==> config.mk <==
export PLATFORM = sky130hd
export DESIGN_NAME = hockey_display
export DESIGN_NICKNAME = d
export VERILOG_FILES = /design/src/rtl/hockey_display.sv
export SDC_FILE = /design/constraint.sdc
export NUM_CORES = 1
export LEC_CHECK = 0
export BUFFER_PORTS_ARGS = -buffer_cell sky130_fd_sc_hd__clkbuf_2
export CAP_MARGIN = 15
export CORE_MARGIN = 2
export CORE_UTILIZATION = 59
export CTS_CLUSTER_SIZE = 20
export DETAILED_ROUTE_END_ITERATION = 10
export PLACE_DENSITY_LB_ADDON = 0.12
export SYNTH_ARGS = -nofsm -noshare
export SYNTH_HDL_FRONTEND = slang
export SYNTH_SLANG_ARGS = --single-unit
==> constraint.sdc <==
create_clock -name clk -period 4.3 [get_ports clk]
set_clock_uncertainty 0.15 [all_clocks]
set_input_delay 0.43 -clock clk [delete_from_list [all_inputs] [get_ports clk]]
set_output_delay 0.43 -clock clk [all_outputs]
set_load 0.1 [all_outputs]
==> src/rtl/hockey_display.sv <==
// hockey_display: scanned 8-digit seven-segment and LED back-end for air hockey.
// Define HOCKEY_DISP_BLINK_EN to blink goal/win indications on the display and LEDs.
module hockey_display #(
    parameter int SCAN_DIV  = 4,
    parameter int BLINK_DIV = 2
) (
    input  logic       clk,
    input  logic       rst,
    input  logic [2:0] x_coord,
    input  logic [2:0] y_coord,
    input  logic [1:0] score_a,
    input  logic [1:0] score_b,
    input  logic [2:0] mode,
    output logic [4:0] LEDX,
    output logic       LEDA,
    output logic       LEDB,
    output logic [6:0] seg,
    output logic [7:0] an
);

    typedef enum logic [2:0] {
        M_IDLE   = 3'd0,
        M_TURN_A = 3'd1,
        M_TURN_B = 3'd2,
        M_PLAY   = 3'd3,
        M_GOAL_A = 3'd4,
        M_GOAL_B = 3'd5,
        M_WIN_A  = 3'd6,
        M_WIN_B  = 3'd7
    } mode_t;

    localparam int DW = (SCAN_DIV > 1) ? $clog2(SCAN_DIV) : 1;
    localparam logic [DW-1:0] DWELL_LAST = DW'(SCAN_DIV - 1);

    localparam logic [6:0] G_DASH  = 7'h3F;
    localparam logic [6:0] G_BLANK = 7'h7F;
    localparam logic [6:0] G_A     = 7'h08;
    localparam logic [6:0] G_B     = 7'h03;

    if (SCAN_DIV < 1 || BLINK_DIV < 1) begin : g_bad_param
        $error("hockey_display: SCAN_DIV and BLINK_DIV must be >= 1");
    end

    function automatic logic [6:0] num_glyph(input logic [2:0] v);
        logic [6:0] g;
        unique case (v)
            3'd0: g = 7'h40;
            3'd1: g = 7'h79;
            3'd2: g = 7'h24;
            3'd3: g = 7'h30;
            3'd4: g = 7'h19;
            3'd5: g = 7'h12;
            3'd6: g = 7'h02;
            3'd7: g = 7'h78;
        endcase
        return g;
    endfunction

    mode_t mode_in;
    assign mode_in = mode_t'(mode);

    logic            started_q, started_d;
    logic [2:0]      idx_q, idx_d;
    logic [DW-1:0]   dwell_q, dwell_d;
    logic            wrap, snap;

    mode_t           sh_mode_q, sh_mode_d;
    logic [1:0]      sh_sa_q, sh_sa_d;
    logic [1:0]      sh_sb_q, sh_sb_d;
    logic [2:0]      sh_x_q, sh_x_d;
    logic [2:0]      sh_y_q, sh_y_d;

    logic [6:0]      seg_q, seg_d;
    logic [7:0]      an_q, an_d;
    logic [4:0]      ledx_q, ledx_d;
    logic            leda_q, leda_d;
    logic            ledb_q, ledb_d;

    logic            blink_seg;
    logic            blink_led;

    // Scan position; the first edge after reset only arms the scan on digit 7.
    always_comb begin
        started_d = 1'b1;
        idx_d     = idx_q;
        dwell_d   = dwell_q;
        wrap      = 1'b0;
        if (started_q) begin
            if (dwell_q == DWELL_LAST) begin
                dwell_d = '0;
                idx_d   = idx_q - 3'd1;
                wrap    = (idx_q == 3'd0);
            end else begin
                dwell_d = dwell_q + 1'b1;
            end
        end
        snap = wrap || !started_q;
    end

    always_comb begin
        sh_mode_d = sh_mode_q;
        sh_sa_d   = sh_sa_q;
        sh_sb_d   = sh_sb_q;
        sh_x_d    = sh_x_q;
        sh_y_d    = sh_y_q;
        if (snap) begin
            sh_mode_d = mode_in;
            sh_sa_d   = score_a;
            sh_sb_d   = score_b;
            sh_x_d    = x_coord;
            sh_y_d    = y_coord;
        end
    end

`ifdef HOCKEY_DISP_BLINK_EN
    localparam int BW = (BLINK_DIV > 1) ? $clog2(BLINK_DIV) : 1;
    localparam logic [BW-1:0] BLINK_LAST = BW'(BLINK_DIV - 1);

    logic [BW-1:0] bcnt_q, bcnt_d;
    logic          phase_q, phase_d;

    always_comb begin
        bcnt_d  = bcnt_q;
        phase_d = phase_q;
        if (sh_mode_d != sh_mode_q) begin
            bcnt_d  = '0;
            phase_d = 1'b0;
        end else if (wrap) begin
            if (bcnt_q == BLINK_LAST) begin
                bcnt_d  = '0;
                phase_d = ~phase_q;
            end else begin
                bcnt_d = bcnt_q + 1'b1;
            end
        end
    end

    always_ff @(posedge clk or negedge rst) begin
        if (!rst) begin
            bcnt_q  <= '0;
            phase_q <= 1'b0;
        end else begin
            bcnt_q  <= bcnt_d;
            phase_q <= phase_d;
        end
    end

    assign blink_seg = phase_d;
    assign blink_led = phase_q;
`else
    assign blink_seg = 1'b0;
    assign blink_led = 1'b0;
`endif

    // Content for the digit being enabled next, taken from the (new) snapshot.
    always_comb begin
        seg_d = G_BLANK;
        unique case (sh_mode_d)
            M_IDLE: seg_d = G_DASH;
            M_TURN_A: if (idx_d == 3'd7) seg_d = G_A;
            M_TURN_B: if (idx_d == 3'd0) seg_d = G_B;
            M_PLAY: begin
                case (idx_d)
                    3'd7:    seg_d = num_glyph({1'b0, sh_sa_d});
                    3'd6:    seg_d = G_DASH;
                    3'd5:    seg_d = num_glyph({1'b0, sh_sb_d});
                    3'd1:    seg_d = num_glyph(sh_x_d);
                    3'd0:    seg_d = num_glyph(sh_y_d);
                    default: seg_d = G_BLANK;
                endcase
            end
            M_GOAL_A, M_GOAL_B: begin
                case (idx_d)
                    3'd7:    seg_d = num_glyph({1'b0, sh_sa_d});
                    3'd6:    seg_d = G_DASH;
                    3'd5:    seg_d = num_glyph({1'b0, sh_sb_d});
                    default: seg_d = G_BLANK;
                endcase
                if (blink_seg && sh_mode_d == M_GOAL_A && idx_d == 3'd7)
                    seg_d = G_BLANK;
                if (blink_seg && sh_mode_d == M_GOAL_B && idx_d == 3'd5)
                    seg_d = G_BLANK;
            end
            M_WIN_A: begin
                case (idx_d)
                    3'd7:    seg_d = blink_seg ? G_BLANK : G_A;
                    3'd6:    seg_d = num_glyph({1'b0, sh_sa_d});
                    3'd5:    seg_d = num_glyph({1'b0, sh_sb_d});
                    default: seg_d = G_BLANK;
                endcase
            end
            M_WIN_B: begin
                case (idx_d)
                    3'd7:    seg_d = num_glyph({1'b0, sh_sa_d});
                    3'd6:    seg_d = num_glyph({1'b0, sh_sb_d});
                    3'd0:    seg_d = blink_seg ? G_BLANK : G_B;
                    default: seg_d = G_BLANK;
                endcase
            end
        endcase
        an_d = ~(8'd1 << idx_d);
    end

    always_comb begin
        ledx_d = '0;
        if (mode_in == M_PLAY && y_coord < 3'd5)
            ledx_d = 5'd1 << y_coord;
        leda_d = (mode_in == M_TURN_A) ||
                 ((mode_in == M_GOAL_A || mode_in == M_WIN_A) && !blink_led);
        ledb_d = (mode_in == M_TURN_B) ||
                 ((mode_in == M_GOAL_B || mode_in == M_WIN_B) && !blink_led);
    end

    always_ff @(posedge clk or negedge rst) begin
        if (!rst) begin
            started_q <= 1'b0;
            idx_q     <= 3'd7;
            dwell_q   <= '0;
            sh_mode_q <= M_IDLE;
            sh_sa_q   <= '0;
            sh_sb_q   <= '0;
            sh_x_q    <= '0;
            sh_y_q    <= '0;
            seg_q     <= G_BLANK;
            an_q      <= 8'hFF;
            ledx_q    <= '0;
            leda_q    <= 1'b0;
            ledb_q    <= 1'b0;
        end else begin
            started_q <= started_d;
            idx_q     <= idx_d;
            dwell_q   <= dwell_d;
            sh_mode_q <= sh_mode_d;
            sh_sa_q   <= sh_sa_d;
            sh_sb_q   <= sh_sb_d;
            sh_x_q    <= sh_x_d;
            sh_y_q    <= sh_y_d;
            seg_q     <= seg_d;
            an_q      <= an_d;
            ledx_q    <= ledx_d;
            leda_q    <= leda_d;
            ledb_q    <= ledb_d;
        end
    end

    assign seg  = seg_q;
    assign an   = an_q;
    assign LEDX = ledx_q;
    assign LEDA = leda_q;
    assign LEDB = ledb_q;

endmodule

Word-level counts from Yosys, hierarchy flattened --
Memory sizes are Yosys's and may differ from the RTL's. Cells that the tools add are included.
Storage, ports and cells: output and inout bits 22, bits in read-only memories 112, logic and storage cells 79, memories kept 2, input port bits 15, bits in registers 41
Memory list:
- (no name shown) | words 8, bits a word 7, read ports 1, clocked after memory_dff 0, wr ports 0, line 46 | unique case (v)
- (no name shown) | words 8, bits a word 7, read ports 1, clocked after memory_dff 0, wr ports 0, line 46
Cells by class: bitwise operators 1, shifts and indexed selects 2, add/subtract/negate cells 2, multiplexer cells 20, equality and inequality tests 25, reductions and logical operators 13, $lt $le $gt $ge 1
Operator list (count):
- case mux 7 bit (3 select lines) | 3
- case mux 7 bit (4 select lines) | 2
- case mux 7 bit (7 select lines) | 1
- case mux 7 bit (5 select lines) | 1
- == test 3 bit, second input constant | 11
- two-way mux 3 bit | 5
- two-way mux 7 bit | 2
- == test 3 x 2 -> 1 bit, second input constant | 4
- == test 2 bit, second input constant | 5
- == test 3 x 1 -> 1 bit, second input constant | 3
- zero test 3 bit | 3
- inverter 8 bit | 1
- << shifter 1 x 3 -> 8 bit, first input constant | 1
- two-way mux 2 bit | 3
- logical OR 1 bit | 5
- two-way mux 5 bit | 1
- << shifter 1 x 3 -> 5 bit, first input constant | 1
- == test 2 x 1 -> 1 bit, second input constant | 2
- zero test 2 bit | 2
- less-than comparator 3 bit, second input constant | 1
- subtractor 3 x 1 -> 3 bit, second input constant | 1
- adder 2 x 1 -> 2 bit, second input constant | 1
- two-way mux 1 bit | 2
- OR reduction 2 bit | 1
- 2 further kinds | 2

Depth between registers and ports, before layout --
Gate-level depths: netlist (run 1).
depth after elaboration 9, depth in mapped cells 15, gate-level depth less buffers 13

Worst setup path after synthesis (run 1) --
Ideal clock, no wire load.
path type flip-flop to flip-flop, start reg idx_q[0], end reg seg_q[6] (netlist: seg[6]), period minus slack after synthesis 3113 ps, path slack 1187 ps, arrival 2865 ps, stages on the path, launching flop included 14, path through dfstp_2 inv_2 ha_1 and3b_1 buf_6 nor2_4 buf_2 mux2i_1 inv_1 ha_1 a221oi_1 o22ai_1 o31ai_1 o2111ai_1
Between the ends: cells in the longest elaborated chain, start to end 9, elaborated cells between the ends (all ways) 45, those cells by class add/sub: 1; eq/ne: 17; mux: 18; reduce/logical: 7; memory: 2
Ends and longest elaborated chain:
- from (decl) | line 63 | logic [2:0] idx_q, idx_d;
- from (signal assigned) | line 231 | idx_q <= idx_d;
- zero test 3 bit | line 92 | wrap = (idx_q == 3'd0);
- two-way mux 1 bit | line 89 | if (dwell_q == DWELL_LAST) begin
- two-way mux 1 bit | line 88 | if (started_q) begin
- logical OR 1 bit | line 97 | snap = wrap || !started_q;
- two-way mux 2 bit | line 106 | if (snap) begin
- == test 2 bit, or another cell as far along | line 46
- case mux 7 bit (4 select lines) | line 46
- case mux 7 bit (5 select lines), or another cell as far along | line 163 | case (idx_d)
- case mux 7 bit (7 select lines) (*) | line 158 | unique case (sh_mode_d)
- via seg_d[6] | line 73 | logic [6:0] seg_q, seg_d;
- to (signal assigned) | line 238 | seg_q <= seg_d;
- to (decl) | line 73
The timed path passes the listed nets; every way through them passes the cells marked *. The select of a mux whose other input is x is not followed. A chain may end at the register's enable or synchronous reset.

Worst setup path after layout (run 1) --
Same ends and word-level chain as after synthesis.

==> impl_metrics.env, run 1 <==
export IMPL_synth_async_sr_flop_share_pct=100
export IMPL_postCtsSetupRepairBufs=0
export IMPL_clockBufferDepth=2
export IMPL_wl_mm=7.81
export IMPL_fin_util_pct=68.6
export IMPL_cts_sinks=41
export IMPL_period_share_pct=81.2
export IMPL_end_kind="flip-flop"
export IMPL_grt_antenna_before_repair=0
export IMPL_synth_edf_count=0
export IMPL_fillCellCount=410
export IMPL_p_leak_nw=1.43
export IMPL_clk_pin_slew_ps=80
export IMPL_yosys_most_used_dff="dfrtp_1"
export IMPL_vias_per_cell=6.52
export IMPL_powerDensity_nw_per_um2=792
export IMPL_status="complete, no violations"
export IMPL_finalInstanceArea_sq_um=3280
export IMPL_insertion_delay_ps=300
export IMPL_dr_pass1_iters=6
export IMPL_critPathMaxFanout=16
export IMPL_most_common_layout_cells="nand2_1 (37), clkbuf_2 (36), dfrtp_1 (23), inv_1 (22), a21oi_1 (20)"
export IMPL_dieHeight_um=75.1
export IMPL_design_core_area_sq_um=4790
export IMPL_layout_drive_gt1_share_pct=23.8
export IMPL_num_io_pins=37
export IMPL_yosysWarningCount=0
export IMPL_cp_start_kind="flip-flop"
export IMPL_cts_htree_levels=2
export IMPL_placed_area_sq_um=3170
export IMPL_rows=25
export IMPL_grt_usage_pct=30.3
export IMPL_period_needed_ps=3490
export IMPL_drt_initial_drc_count=338
export IMPL_grt_first_pass_wirelength_mm=12.8
export IMPL_start_util_pct=62.3
export IMPL_cts_hold_fix_buffers=0
export IMPL_final_nets=390
export IMPL_vias=2790
export IMPL_ys_ff_latch=41
export IMPL_cp_data_required_time_ps=4360
export IMPL_irDropWorstVdd_uv=340
export IMPL_numPortBuffers=36
export IMPL_drc=0
export IMPL_synth_top_area_share_pct=19.3
export IMPL_ctsResizeCount=0
export IMPL_max_freq_mhz=286
export IMPL_syn_instance_count=331
export IMPL_setup_violations=0
export IMPL_maxSlewViolCount=0
export IMPL_die_area_sq_um=5640
export IMPL_crit_type="reg -> reg"
export IMPL_antenna_cells=0
export IMPL_final_common_cell="nand2_1"
export IMPL_hold_path_class="in -> async"
export IMPL_worst_slew_pin_transition_ps=1020
export IMPL_cts_tree="done"
export IMPL_die_x_um=75.1
export IMPL_avgRoutedWirePerCell_um=18.3
export IMPL_ff_latch_area_sq_um=1050
export IMPL_synth_seq_area_share_pct=35.2
export IMPL_cap_violations=0
export IMPL_synth_distinct_cells=69
export IMPL_cts_root_buf="clkbuf_8"
export IMPL_max_slew_margin_pct=32.1
export IMPL_grt_overflow_total=0
export IMPL_yosysTopAreaCell="dfrtp_1"
export IMPL_synth_avg_cell_area_sq_um=9.01
export IMPL_syn_to_final_growth_pct=10.1
export IMPL_synth_fp_nets=361
export IMPL_finalHoldViolations=0
export IMPL_rsz0062_at_grt="no"
export IMPL_multi_input_area_sq_um=1740
export IMPL_cts_buffers=5
export IMPL_synth_area_top_cells="dfrtp_1 (19%), dfstp_2 (16%), ha_1 (6.3%)"
export IMPL_grt_max_degree=42
export IMPL_dpl_hpwl_mm=5.68
export IMPL_netlist_area_sq_um=2980
export IMPL_critPathArrivalTime_ps=3550
export IMPL_globalplace_congestion=0.982
export IMPL_antenna_left=0
export IMPL_first_global_vias=2534
export IMPL_setup_tns_ps=0
## final cells by class
| type | instances | share of cell area (%) |
|---|---|---|
| multi-input cells | 248 | 52.9 |
| repair buffers | 40 | 6.40 |
| flip-flops and latches | 41 | 31.9 |
| clock buffers | 5 | 2.10 |
| well taps | 67 | 2.55 |
| inverters | 24 | 2.74 |
| clock inverters | 3 | 1.41 |
## stage by stage
stage                     power [mW]  hold WS (ps)  setup slack, ps  cells
after detailed placement        2.26           355              817    420
after global routing            2.76           216              460    428
after CTS                       2.58           172              807    428
final                           2.60           139              809    428
after floorplan                 1.96         -15.6             1190    331
after global placement          2.24           345              936    420
## where the power goes
group	internal (mW)	switching (mW)
Sequential	0.550	0.0759
Combinational	0.438	1.22
Clock	0.174	0.142
## path summary, 6_finish.rpt
check / startpoint / to / cells past startpoint / slack (ps)
max: idx_q[0]$_DFF_PN1_ / seg[6]$_DFF_PN1_ / 11 / 810
min: rst / LEDA$_DFF_PN0_ / 1 / 140
max reg2reg: idx_q[0]$_DFF_PN1_ / seg[6]$_DFF_PN1_ / 11 / 810
min reg2reg: dwell_q[1]$_DFFE_PN0P_ / dwell_q[1]$_DFFE_PN0P_ / 1 / 370
max in group asynchronous: rst / sh_mode_q[1]$_DFF_PN0_ / 1 / 3240
min in group clk: y_coord[1] / LEDX[1]$_DFF_PN0_ / 2 / 240
## per-layer routing
layer | vias to the layer above | routed length [um] | global-route usage, %
met4 | 0 | 152 | 7.94
met1 | 1302 | 3190 | 40.7
li1 | 1281 | - | -
met5 | - | 0 | 0
met3 | 20 | 786 | 7.36
met2 | 187 | 3680 | 49.2
## sequential cells by signal, indices dropped and copies added, names as in the netlist
| name | cells |
|---|---|
| LEDA | 1 |
| LEDB | 1 |
| LEDX | 5 |
| an | 8 |
| dwell_q | 2 |
| idx_q | 3 |
| seg | 7 |
| sh_mode_q | 3 |
| sh_sa_q | 2 |
| sh_sb_q | 2 |
| sh_x_q | 3 |
| sh_y_q | 3 |
| started_q | 1 |
## worst max-delay path, stage by stage (launching register included)
cell and delay (ps):
dfstp_2 600, inv_2 100, ha_1 260, and3b_1 400, nor2_4 430, mux2i_1 380, inv_1 120, ha_1 210
a221oi_1 250, o22ai_1 120, o31ai_1 250, o2111ai_1 130
## cell families after synthesis
group	after synthesis	share of synthesized area (%)
AND/OR/NAND/NOR	117	20.8
AO/OA/AOI/OAI	100	25.0
buffers and inverters	42	6.63
flip-flops	41	35.2
adder cells (fa/ha/maj)	15	6.29
multiplexers	11	4.24
XOR/XNOR	4	1.80
other	1	0.126
## cells in the mapped netlist, types with 3 or more instances
| master | n |
|---|---|
| a21oi_1 | 20 |
| o21ai_0 | 16 |
| a211oi_1 | 3 |
| ha_1 | 15 |
| a31oi_1 | 3 |
| dfstp_2 | 18 |
| a2111oi_2 | 3 |
| nor4b_1 | 3 |
| and3_1 | 3 |
| nand3_1 | 15 |
| mux2_2 | 3 |
| a221oi_1 | 4 |
| nand4_1 | 3 |
| nor2_1 | 18 |
| buf_6 | 3 |
| o21ai_1 | 4 |
| dfrtp_1 | 23 |
| nor3_1 | 6 |
| a32oi_1 | 4 |
| inv_1 | 22 |
| nor3b_1 | 4 |
| a221o_1 | 3 |
| nand2_1 | 37 |
| buf_2 | 8 |
| clkbuf_1 | 5 |
| o211ai_1 | 8 |
| nand4b_1 | 4 |
| o22ai_1 | 4 |
| nand2b_1 | 9 |
| mux2i_1 | 7 |
Note: power is estimated with default switching activity, not from simulation.
==> run 2: changes to the inputs <==
==> constraint.sdc (replaced) <==
create_clock -name clk -period 3.4 [get_ports clk]
set_clock_uncertainty 0.15 [all_clocks]
set_input_delay 0.34 -clock clk [delete_from_list [all_inputs] [get_ports clk]]
set_output_delay 0.34 -clock clk [all_outputs]
set_load 0.1 [all_outputs]
==> run 2 against run 1 <==
Compared with the run above:
- register-to-register slack worse by 600 ps
- flip-flop and latch count stayed put
- design area is 3.8% higher
- largest cell class unchanged
- sequential share of layout area is 1.2 points lower
- die area stayed put
- via count is 2.3% higher
- first-iteration DRC count is 4.4% lower
- worst hold slack better by 17 ps
==> impl_metrics.env, run 2 (synthesized netlist as in run 1, its figures left out) <==
export IMPL_cts_htree_levels=2
export IMPL_most_common_layout_cells="nand2_1 (37), clkbuf_2 (36), dfrtp_1 (23), inv_1 (22), a21oi_1 (20)"
export IMPL_finalInstanceArea_sq_um=3410
export IMPL_antenna_left=0
export IMPL_layout_drive_gt1_share_pct=26.0
export IMPL_worst_slack_ps=207
export IMPL_max_freq_mhz=313
export IMPL_vias_per_cell=6.49
export IMPL_final_common_cell="nand2_1"
export IMPL_avgRoutedWirePerCell_um=19.6
export IMPL_critPathArrivalTime_ps=3280
export IMPL_cp_data_required_time_ps=3490
export IMPL_fillCellCount=411
export IMPL_hold_path_class="in -> reg"
export IMPL_clockBufferDepth=2
export IMPL_placed_area_sq_um=3240
export IMPL_design_core_area_sq_um=4790
export IMPL_dp_slack_ps=338
export IMPL_cts_root_buf="clkbuf_8"
export IMPL_num_io_pins=37
export IMPL_critPathTopFamily="compound AO/OA/AOI/OAI gates"
export IMPL_stdcell_count=440
export IMPL_grt_overflow_total=0
export IMPL_cap_violations=0
export IMPL_dp_cells=430
export IMPL_grt_antenna_before_repair=0
export IMPL_setup_tns_ps=0
export IMPL_clk_pin_slew_ps=80
export IMPL_rows=25
export IMPL_finalHoldViolations=0
export IMPL_max_slew_margin_pct=56.2
export IMPL_insertion_delay_ps=290
export IMPL_grt_max_degree=42
export IMPL_cpPeakStageDelay_ps=600
export IMPL_drc=0
export IMPL_irDropWorstVdd_uv=620
export IMPL_largest_reg_flops=8
export IMPL_cp_cell_sequence="inv_2 > ha_1 > nand3b_1 > nand2_1 > a21oi_4 > inv_1 > a221oi_1 > o21bai_1 > a311o_1"
export IMPL_grt_usage_pct=32.3
export IMPL_critPathMaxFanout=12
export IMPL_wl_mm=8.63
export IMPL_cpMaxStageDelayCell="a221oi_1"
export IMPL_ff_latch_area_sq_um=1050
export IMPL_grt_first_pass_wirelength_mm=13.4
export IMPL_cts_hold_fix_buffers=0
export IMPL_drt_initial_drc_count=323
export IMPL_maxSlewViolCount=0
export IMPL_die_x_um=75.1
export IMPL_min_from="y_coord[0]"
export IMPL_vias=2854
export IMPL_period_share_pct=93.9
export IMPL_fin_util_pct=71.2
export IMPL_worst_slew_pin_transition_ps=657
export IMPL_syn_to_final_growth_pct=14.3
export IMPL_timing_rr_start="idx_q[0]$_DFF_PN1_"
export IMPL_antenna_cells=0
export IMPL_ctsResizeCount=0
export IMPL_end_kind="flip-flop"
export IMPL_multi_input_area_sq_um=1740
export IMPL_numPortBuffers=36
export IMPL_rsz0062_at_grt="no"
export IMPL_path_buf_inv=2
export IMPL_period_needed_ps=3190
export IMPL_cts_sinks=41
export IMPL_p_leak_nw=1.51
export IMPL_cts_buffers=5
export IMPL_final_nets=402
export IMPL_dr_pass1_iters=5
export IMPL_globalplace_congestion=0.992
export IMPL_first_global_vias=2702
export IMPL_postCtsSetupRepairBufs=0
export IMPL_cp_start_kind="flip-flop"
export IMPL_cts_tree="done"
export IMPL_dpl_hpwl_mm=6.21
export IMPL_crit_type="reg -> reg"
export IMPL_start_util_pct=62.3
export IMPL_status="complete, no violations"
export IMPL_cp_startpoint="idx_q[0]$_DFF_PN1_"
export IMPL_powerDensity_nw_per_um2=1030
export IMPL_setup_violations=0
export IMPL_dieHeight_um=75.1
export IMPL_die_area_sq_um=5640
[run 2: per-stage QoR]
| step | power, mW | hold slack [ps] |
|---|---|---|
| 2_1_floorplan | 2.48 | -106 |
| 3_3_place_gp | 2.96 | 344 |
| 3_5_place_dp | 2.97 | 358 |
| 4_1_cts | 3.46 | 96.0 |
| 5_1_grt | 3.67 | 172 |
| 6_report | 3.50 | 157 |
[run 2: path summary, 6_finish.rpt]
kind / cells past startpoint / endpoint / slack (ps)
worst max-delay path: 9 / seg[4]$_DFF_PN1_ / 210
worst min-delay path: 2 / LEDX[2]$_DFF_PN0_ / 160
worst max register to register: 9 / seg[4]$_DFF_PN1_ / 210
worst min register to register: 1 / dwell_q[1]$_DFFE_PN0P_ / 380
max in group asynchronous: 3 / seg[0]$_DFF_PN1_ / 2300
min in group asynchronous: 2 / sh_x_q[2]$_DFF_PN0_ / 280
[run 2: final cells by class]
type	instances	area share [%]
inverter	24	2.64
clock buffer	5	2.02
sequential	41	30.8
clock inverter	3	1.91
tap	67	2.46
timing repair buffer	52	9.25
multi-input combinational	248	51.0
[run 2: worst register-to-register path, stage by stage, from the launching register on]
cell and delay [ps]:
dfstp_2 590, inv_2 100, ha_1 270, nand3b_1 140
nand2_1 260, a21oi_4 400, inv_1 270, a221oi_1 600
o21bai_1 210, a311o_1 160
[run 2: per-layer routing]
metal  vias up  part of all wire, %  global-route usage, %
li1       1307                    -                      -
met1      1369                   41                   41.9
met2       150                   48                   53.3
met3        28                  8.3                   8.03
met4         0                  2.5                   9.52
met5         -                    0                      0
[run 2: power breakdown]
| part | internal, mW | switching, mW | leakage, nW | total [mW] |
|---|---|---|---|---|
| Sequential | 0.696 | 0.0972 | 0.476 | 0.793 |
| Combinational | 0.626 | 1.61 | 0.965 | 2.23 |
| Clock | 0.292 | 0.180 | 0.0681 | 0.471 |
| Total | 1.61 | 1.88 | 1.51 | 3.50 |
